===== src/rtl/display_seq_pkg.sv =====
// Shared types and constants for the memory-game display sequencer.
//   seq_state_t : sequencer state encoding (IDLE, ARM, SHOW, GAP)
//   FRAME_CNT_W : width of every frame counter in the block
package display_seq_pkg;

    localparam int FRAME_CNT_W = 8;

    typedef enum logic [1:0] {
        IDLE = 2'd0,
        ARM  = 2'd1,
        SHOW = 2'd2,
        GAP  = 2'd3
    } seq_state_t;

endpackage


===== src/rtl/frame_tick_gen.sv =====
// Frame tick generator: two-flop synchronizer on the active-low VGA vsync,
// followed by a falling-edge detect. tick is a registered one-cycle pulse that
// appears three clocks after the raw vsync falls.
// Ports:
//   clk       in  system clock
//   reset     in  synchronous active-high reset (synchronizer flops reset to 1 = vsync idle)
//   vga_vsync in  raw vsync, active low
//   tick      out one-cycle pulse per frame
module frame_tick_gen (
    input  logic clk,
    input  logic reset,
    input  logic vga_vsync,
    output logic tick
);

    logic sync1_q, sync1_d;
    logic sync2_q, sync2_d;
    logic prev_q, prev_d;
    logic tick_q, tick_d;

    always_comb begin
        sync1_d = vga_vsync;
        sync2_d = sync1_q;
        prev_d  = sync2_q;
        tick_d  = prev_q & ~sync2_q;
    end

    always_ff @(posedge clk) begin
        if (reset) begin
            sync1_q <= 1'b1;
            sync2_q <= 1'b1;
            prev_q  <= 1'b1;
            tick_q  <= 1'b0;
        end else begin
            sync1_q <= sync1_d;
            sync2_q <= sync2_d;
            prev_q  <= prev_d;
            tick_q  <= tick_d;
        end
    end

    assign tick = tick_q;

endmodule


===== src/rtl/display_sequencer.sv =====
// Display sequencer for the memory-game VGA pattern. On start it waits for a
// frame boundary, shows the pattern for a level-dependent number of frames,
// blanks for a gap, then pulses input_phase. An independent timer keeps the
// answer indicator lit for a fixed number of frames.
// Optional build macro DISPLAY_SEQ_WARN_EN: blink the pattern during the last
// WARN_FRAMES frames of SHOW.
//
// State table:
//   IDLE | waiting for start
//   ARM  | start accepted, waiting for the first frame tick to align
//   SHOW | pattern visible, counting show frames
//   GAP  | pattern blank, counting gap frames before input phase
//
// Ports:
//   clk, reset         clock, synchronous active-high reset
//   start              pulse: begin a sequence (ignored while busy)
//   o_level [1:0]      game level, sampled when start is accepted
//   vga_vsync          active-low vsync from vga_module
//   answer_valid       pulse: answer evaluated; answer_correct qualifies it
//   display            pattern visible
//   busy               sequence in progress (ARM/SHOW/GAP)
//   input_phase        pulse when the gap completes
//   flash_on, flash_ok answer indicator lit / latched correctness
module display_sequencer
    import display_seq_pkg::*;
#(
    parameter int SHOW_BASE    = 180,
    parameter int SHOW_STEP    = 40,
    parameter int GAP_FRAMES   = 30,
    parameter int FLASH_FRAMES = 45,
    parameter int BLINK_FRAMES = 8,
    parameter int WARN_FRAMES  = 32
) (
    input  logic       clk,
    input  logic       reset,
    input  logic       start,
    input  logic [1:0] o_level,
    input  logic       vga_vsync,
    input  logic       answer_valid,
    input  logic       answer_correct,
    output logic       display,
    output logic       busy,
    output logic       input_phase,
    output logic       flash_on,
    output logic       flash_ok
);

    localparam logic [FRAME_CNT_W-1:0] GAP_LEN   = FRAME_CNT_W'(GAP_FRAMES);
    localparam logic [FRAME_CNT_W-1:0] FLASH_LEN = FRAME_CNT_W'(FLASH_FRAMES);

    // Level 3 must still leave a non-empty show window.
    if (!(SHOW_BASE > 3 * SHOW_STEP && SHOW_BASE <= 255 &&
          BLINK_FRAMES > 0 && WARN_FRAMES <= 255)) begin : g_bad_params
        $error("display_sequencer: illegal SHOW_BASE/SHOW_STEP/BLINK_FRAMES/WARN_FRAMES");
    end

    logic tick;

    frame_tick_gen u_frame_tick_gen (
        .clk       (clk),
        .reset     (reset),
        .vga_vsync (vga_vsync),
        .tick      (tick)
    );

    seq_state_t             state_q, state_d;
    logic [FRAME_CNT_W-1:0] cnt_q, cnt_d;
    logic [FRAME_CNT_W-1:0] show_len_q, show_len_d;
    logic [FRAME_CNT_W-1:0] fcnt_q, fcnt_d;
    logic                   display_q, display_d;
    logic                   input_phase_q, input_phase_d;
    logic                   flash_on_q, flash_on_d;
    logic                   flash_ok_q, flash_ok_d;
`ifdef DISPLAY_SEQ_WARN_EN
    int                     warn_pos;
`endif

    always_comb begin
        state_d       = state_q;
        cnt_d         = cnt_q;
        show_len_d    = show_len_q;
        input_phase_d = 1'b0;

        case (state_q)
            IDLE: begin
                // A tick coinciding with start is deliberately not used for alignment.
                if (start) begin
                    state_d    = ARM;
                    show_len_d = FRAME_CNT_W'(SHOW_BASE - int'(o_level) * SHOW_STEP);
                end
            end
            ARM: begin
                if (tick) begin
                    state_d = SHOW;
                    cnt_d   = show_len_q;
                end
            end
            SHOW: begin
                if (tick) begin
                    if (cnt_q <= 8'd1) begin
                        if (GAP_FRAMES == 0) begin
                            state_d       = IDLE;
                            cnt_d         = '0;
                            input_phase_d = 1'b1;
                        end else begin
                            state_d = GAP;
                            cnt_d   = GAP_LEN;
                        end
                    end else begin
                        cnt_d = cnt_q - 8'd1;
                    end
                end
            end
            GAP: begin
                if (tick) begin
                    if (cnt_q <= 8'd1) begin
                        state_d       = IDLE;
                        cnt_d         = '0;
                        input_phase_d = 1'b1;
                    end else begin
                        cnt_d = cnt_q - 8'd1;
                    end
                end
            end
            default: state_d = IDLE;
        endcase

`ifdef DISPLAY_SEQ_WARN_EN
        // Position inside the warning window; the blink starts low on entry
        // and flips every BLINK_FRAMES frames.
        warn_pos  = WARN_FRAMES - int'(cnt_d);
        display_d = (state_d == SHOW) &&
                    ((int'(cnt_d) > WARN_FRAMES) || ((warn_pos / BLINK_FRAMES) % 2 == 1));
`else
        display_d = (state_d == SHOW);
`endif

        // Flash timer runs regardless of the sequencer; a new answer always reloads.
        flash_on_d = flash_on_q;
        flash_ok_d = flash_ok_q;
        fcnt_d     = fcnt_q;
        if (answer_valid) begin
            flash_on_d = 1'b1;
            flash_ok_d = answer_correct;
            fcnt_d     = FLASH_LEN;
        end else if (flash_on_q && tick) begin
            if (fcnt_q <= 8'd1) begin
                flash_on_d = 1'b0;
                fcnt_d     = '0;
            end else begin
                fcnt_d = fcnt_q - 8'd1;
            end
        end
    end

    always_ff @(posedge clk) begin
        if (reset) begin
            state_q       <= IDLE;
            cnt_q         <= '0;
            show_len_q    <= '0;
            fcnt_q        <= '0;
            display_q     <= 1'b0;
            input_phase_q <= 1'b0;
            flash_on_q    <= 1'b0;
            flash_ok_q    <= 1'b0;
        end else begin
            state_q       <= state_d;
            cnt_q         <= cnt_d;
            show_len_q    <= show_len_d;
            fcnt_q        <= fcnt_d;
            display_q     <= display_d;
            input_phase_q <= input_phase_d;
            flash_on_q    <= flash_on_d;
            flash_ok_q    <= flash_ok_d;
        end
    end

    assign display     = display_q;
    assign busy        = (state_q != IDLE);
    assign input_phase = input_phase_q;
    assign flash_on    = flash_on_q;
    assign flash_ok    = flash_ok_q;

endmodule

===== config.mk =====
export PLATFORM = sky130hd
export DESIGN_NAME = display_sequencer
export DESIGN_NICKNAME = d
export VERILOG_FILES = /design/src/rtl/display_seq_pkg.sv /design/src/rtl/frame_tick_gen.sv /design/src/rtl/display_sequencer.sv
export SDC_FILE = /design/constraint.sdc
export NUM_CORES = 1
export LEC_CHECK = 0
export ABC_AREA = 1
export CAP_MARGIN = 25
export CORE_AREA = 2 2 73 68
export DETAILED_ROUTE_END_ITERATION = 8
export DIE_AREA = 0 0 75 70
export PLACE_DENSITY_LB_ADDON = 0.15
export SYNTH_ARGS = -nofsm -noshare
export SYNTH_HDL_FRONTEND = slang
export SYNTH_SLANG_ARGS = --single-unit

===== constraint.sdc =====
create_clock -name clk -period 3.24 [get_ports clk]
set_input_delay 0.648 -clock clk [delete_from_list [all_inputs] [get_ports clk]]
set_output_delay 0.648 -clock clk [all_outputs]
set_load 0.02 [all_outputs]

; ---- Word level (Yosys, flattened, before mapping)
; Cells that the tools add are included.
; Widths: inputs -> output; s select.
[op_classes]
n_addsub = 3
multipliers = 1
n_lt_le_gt_ge = 2
n_eq_ne = 7
muxes = 20
n_bitwise = 4
n_reduce_logical = 11
[ops]
columns = cell, n
row1 = $mux 8, 6
row2 = $pmux 8 s3, 1
row3 = $le 8x1->1 const B, 2
row4 = $sub 8x1->8 const B, 2
row5 = $mux 2, 6
row6 = $mux 6, 2
row7 = $pmux 2 s4, 1
row8 = $sub 8x8->8 const A, 1
row9 = $eq 2x2->1 const B, 3
row10 = $ne 2x1->1 const B, 3
row11 = $reduce_bool 2->1, 3
row12 = $mul 2x3->5 const B, 1
row13 = $mux 1, 4
row14 = $reduce_and 2->1, 2
row15 = $reduce_and 4->1, 1
row16 = $not 1->1, 3
row17 = $reduce_bool 3->1, 1
row18 = $reduce_or 3->1, 1
row19 = $eq 2x1->1 const B, 1
row20 = $logic_not 2->1, 1
row21 = $reduce_or 2->1, 1
row22 = $and 1x1->1, 1
row23 = $logic_and 1x1->1, 1
[totals]
reg_bits = 34
inputBits = 8
out_inout_bits = 5
elab_cells = 61

; ---- Depth between registers and ports, before layout
[logic_depth]
depth_word = 5
ltp_mapped = 12

; ---- Hierarchy
; From an unflattened synthesis, not the netlist that was laid out.
[unflattened]
cells_unflattened = 239
hier_area_um2 = 1679.1
[by_module_without_submodules]
columns = module, n_inst, cells_each, area_each_um2
row1 = display_sequencer, 1, 229, 1569.0
row2 = frame_tick_gen, 1, 10, 110.1

; ---- Least setup slack after synthesis
; OpenSTA, ideal clock, no wires.
[synth_path]
path_kind = reg2reg
from = reg cnt_q[0]
to = reg cnt_q[2]
setup_ns = 0.115
arrival_time_ns = 1.233
required_time_ns = 3.125
setup_slack_ns = 1.893
stages_incl_launch_ff = 11
n_path_buf = 1
period_less_slack_ns = 1.347
cell_sequence = dfxtp_1 -> inv_1 -> ha_1 -> buf_2 -> nor2_1 -> nor2_1 -> nand2_1 -> nand2_1 -> nand2_1 -> nand3_1 -> and2_1
[synth_via]
elab_chain_len = 4
[synth_lines]
columns = element, line_no
row1 = start: declaration, display_sequencer.sv:67  ; logic [FRAME_CNT_W-1:0] cnt_q, cnt_d;
row2 = start signal: assignment, display_sequencer.sv:168  ; cnt_q <= cnt_d;
row3 = $sub 8x1->8 / $le 8x1->1 (equally long branches), -
row4 = "$mux 8, on equally long branches", "display_sequencer.sv:116, display_sequencer.sv:100"
row5 = "$mux 8, on equally long branches", "display_sequencer.sv:115, display_sequencer.sv:99"
row6 = $pmux 8 s3 (*), display_sequencer.sv:84  ; case (state_q)
; Mark *: on every way between the ends. The rest lies on a longest branch, timed or not. The select of a mux whose other input is x is not followed.
; A chain may end at the register's enable or synchronous reset.

; ---- Final worst setup path
[layout_path]
from = reg state_q[1]
to = out busy
[layout_via]
elab_chain_len = 1
[layout_lines]
columns = element, line_no
row1 = start: declaration, display_sequencer.sv:66  ; seq_state_t state_q, state_d;
row2 = start signal: assignment, display_sequencer.sv:167  ; state_q <= state_d;
row3 = $reduce_bool 2->1, display_sequencer.sv:179  ; assign busy = (state_q != IDLE);
row4 = end: declaration, display_sequencer.sv:42  ; output logic busy,
; No other way between the ends.

==> results.md <==
* CTS sink cnt at 32
* Postcts setup bufs at 0
* Crit Path Category: reg -> out
* Final hold vios at 0
* Fmax at roughly 440 MHz
* Inst Count DP at 316
* Rel. slew slack at between 50 and 60%
* GRT Util Overall at 15.9%
* Root buffer cell: clkbuf_8
* Unrepaired setup endpoints after global routing: no
* Final nets at between 200 and 300
* Max Slew Vio Count at 0
* DR vias at approximately 1.4k
* Drt initial violations at between 80 and 90
* Fill count at 481
* Startpoint Class: register
* Logic pwr share at about 9.8%
* Initial antenna violation count at 0
* CTS tree: done
* Clk_skew at ~8.2 ps
* Row Count at 24
* Vias in the first global route at roughly 1.3k
* Min Tclk post-route at around 2300 ps
* Req. time, crit path at roughly 2600 ps
* Total CTS buffers at 5
* Area grow syn2layout at 17.8%
* Worst skew pair latency at about 280 ps
* Post-Layout Cell Count at approximately 320
* Netlist Area Pre-Place at 1660 µm²
* Crit. End Element: output port
* Avg Cell Area, Syn at 6.81 µm²
* Mapped Cells at 243
* Cts hold-fix bufs at 0
* Die Y at ~70 µm
* TritonRoute pass-1 iters at 4
* Setup_tns at 0 ps
* Most used DFF post-synth: dfxtp_1
* Flop pwr share at 47.5%
* Syn. warnings at 0
* Die ar. at about 5300 µm²
* Clk pwr share at 42.7%
* Resized Gates After CTS at 0
* Die width at 75 µm
* Status: finished clean
* Largest net degree at the start of global routing at 21
* CTS max path bufs at 2
* Cell variety after synth at 25
* I/O Pins at 13
* Core area at roughly 4600 µm²
* Htree depth at 2
* Final WL at between 3 and 4 mm
* PD cells at between 400 and 500 nW/µm²
* First-pass GRT wire length at ~6.3 mm
* Maximum Capacitance Violations at 0
* Worst Hold Class: reg -> reg
* P_int at roughly 670 µW
* DP Wirelength at 2.70 mm
* # DRC at 0
* Worst Path Arrival at around 1600 ps
* Share of layout cells above drive strength 1 at under 10%
* Tightest Pin Transition at roughly 700 ps
* Routed length per instance at ~11 µm
* Final setup violation count at 0
* GRT overflow at 0
* Number of vias per cell at ~4.4
* Worst Path Max Fanout at 9
* Sw Pwr at roughly 220 µW
* #FFs+latches synth at 32
* Starting Density at around 36%
* Switch share at 24.6%
* Power consumption at around 890 µW
* Worst VDD drop at ~240 µV
* Worst-path clk slew at ~70 ps
* Sequential element share of the synthesized area at approximately two fifths
* Ys async rst share at 0%
* Final antenna-violating net count at 0
* # diodes at 0
* Period utilization at between 60% and 70%
* Leakage at between 0.9 and 1 nW
* Post-synth EDFFs at 0
* IO Port Bufs at 12
* GPL Wtd Cong at 0.799
* Net count after synthesis at about 260
==> power by group through the flow <==
| stage | clock [mW] | sequential (mW) | combinational, mW |
|---|---|---|---|
| global route | 0.400 | 0.425 | 0.103 |
| global placement | 0 | 0.433 | 0.0881 |
| CTS | 0.389 | 0.424 | 0.0889 |
| detailed placement | 0 | 0.432 | 0.0884 |
| finish | 0.381 | 0.424 | 0.0877 |
| floorplan | 0 | 0.430 | 0.0579 |
==> flip-flops by register name, indices dropped and copies added, names as in the netlist <==
name,cells
u_frame_tick_gen.prev_q,1
show_len_q,6
flash_ok,1
flash_on,1
u_frame_tick_gen.tick,1
state_q,2
cnt_q,8
input_phase,1
u_frame_tick_gen.sync1_q,1
display,1
u_frame_tick_gen.prev_d,1
fcnt_q,8
==> Yosys cell counts, drive strengths merged, types with 2 or more instances <==
cell | instances | area share, %
nor2 | 40 | 9.7
inv | 38 | 8.6
ha | 8 | 6.0
dfxtp | 32 | 39
buf | 3 | 0.91
a21oi | 24 | 7.3
nor3 | 3 | 1.6
nand3 | 13 | 3.9
or2 | 4 | 1.5
nand2 | 56 | 14
a22oi | 2 | 0.91
o21ai | 13 | 3.9
==> kinds of logic after synthesis <==
logic type | share of synthesized area (%)
AND/OR/NAND/NOR | 32.4
buffers and inverters | 9.75
AO/OA/AOI/OAI | 12.5
flip-flops | 38.7
adder cells (fa/ha/maj) | 6.05
XOR/XNOR | 0.529
==> final cells by class <==
class | count | area, µm² | share of cell area (%)
clock buffer | 5 | 68.8 | 3.53
multi-input combinational | 169 | 853 | 43.8
inverter | 38 | 143 | 7.32
sequential | 32 | 641 | 32.9
timing repair buffer | 12 | 120 | 6.16
tap | 65 | 81.3 | 4.17
clock inverter | 3 | 42.5 | 2.18
==> layer usage <==
layer  vias up  track usage (%)  part of all wire, %
met1       608             24.6                   55
met3         5             4.04                  3.0
met4         0             5.95                  1.6
met5         -                0                    0
met2        20             20.8                   40
li1        792                -                    -
==> placed cells by master (no fill, tap or decap), drive strengths merged <==
master,count
nand2,56
nor2,40
inv,38
dfxtp,32
a21oi,24
nand3,13
o21ai,13
clkdlybuf4s50,12
ha,8
clkbuf,5
or2,4
nor3,3
a22oi,2
xor2,1
and2,1
nor3b,1
a21boi,1
nand4,1
nand3b,1
clkinv,1
clkinvlp,1
bufinv,1
==> worst max-delay path: stages (launching register included) <==
cell and delay, ps:
dfxtp_1 490, nor2_1 130, inv_2 100, clkdlybuf4s50_1 600
==> final timing paths <==
check / slack [ps] / from / to / cells after the start
worst max-delay path: 980 / state_q[1]$_SDFF_PP0_ / busy / 3
worst min-delay path: 410 / u_frame_tick_gen.prev_q$_SDFF_PP1_ / u_frame_tick_gen.tick$_SDFF_PP0_ / 2
worst max register to register: 1580 / cnt_q[0]$_SDFFE_PP0P_ / cnt_q[5]$_SDFFE_PP0P_ / 9
worst min register to register: 410 / u_frame_tick_gen.prev_q$_SDFF_PP1_ / u_frame_tick_gen.tick$_SDFF_PP0_ / 2
==> stage by stage <==
stage,worst slack (ps),hold WS (ps),util (%),instance area [µm²]
global route,893,423,42.4,1950
floorplan,1890,389,-,1660
global placement,1030,400,40.0,1840
detailed placement,990,397,40.0,1840
finish,981,406,42.4,1950
CTS,955,408,42.4,1950
No activity file was read; power rests on OpenSTA's default activity.
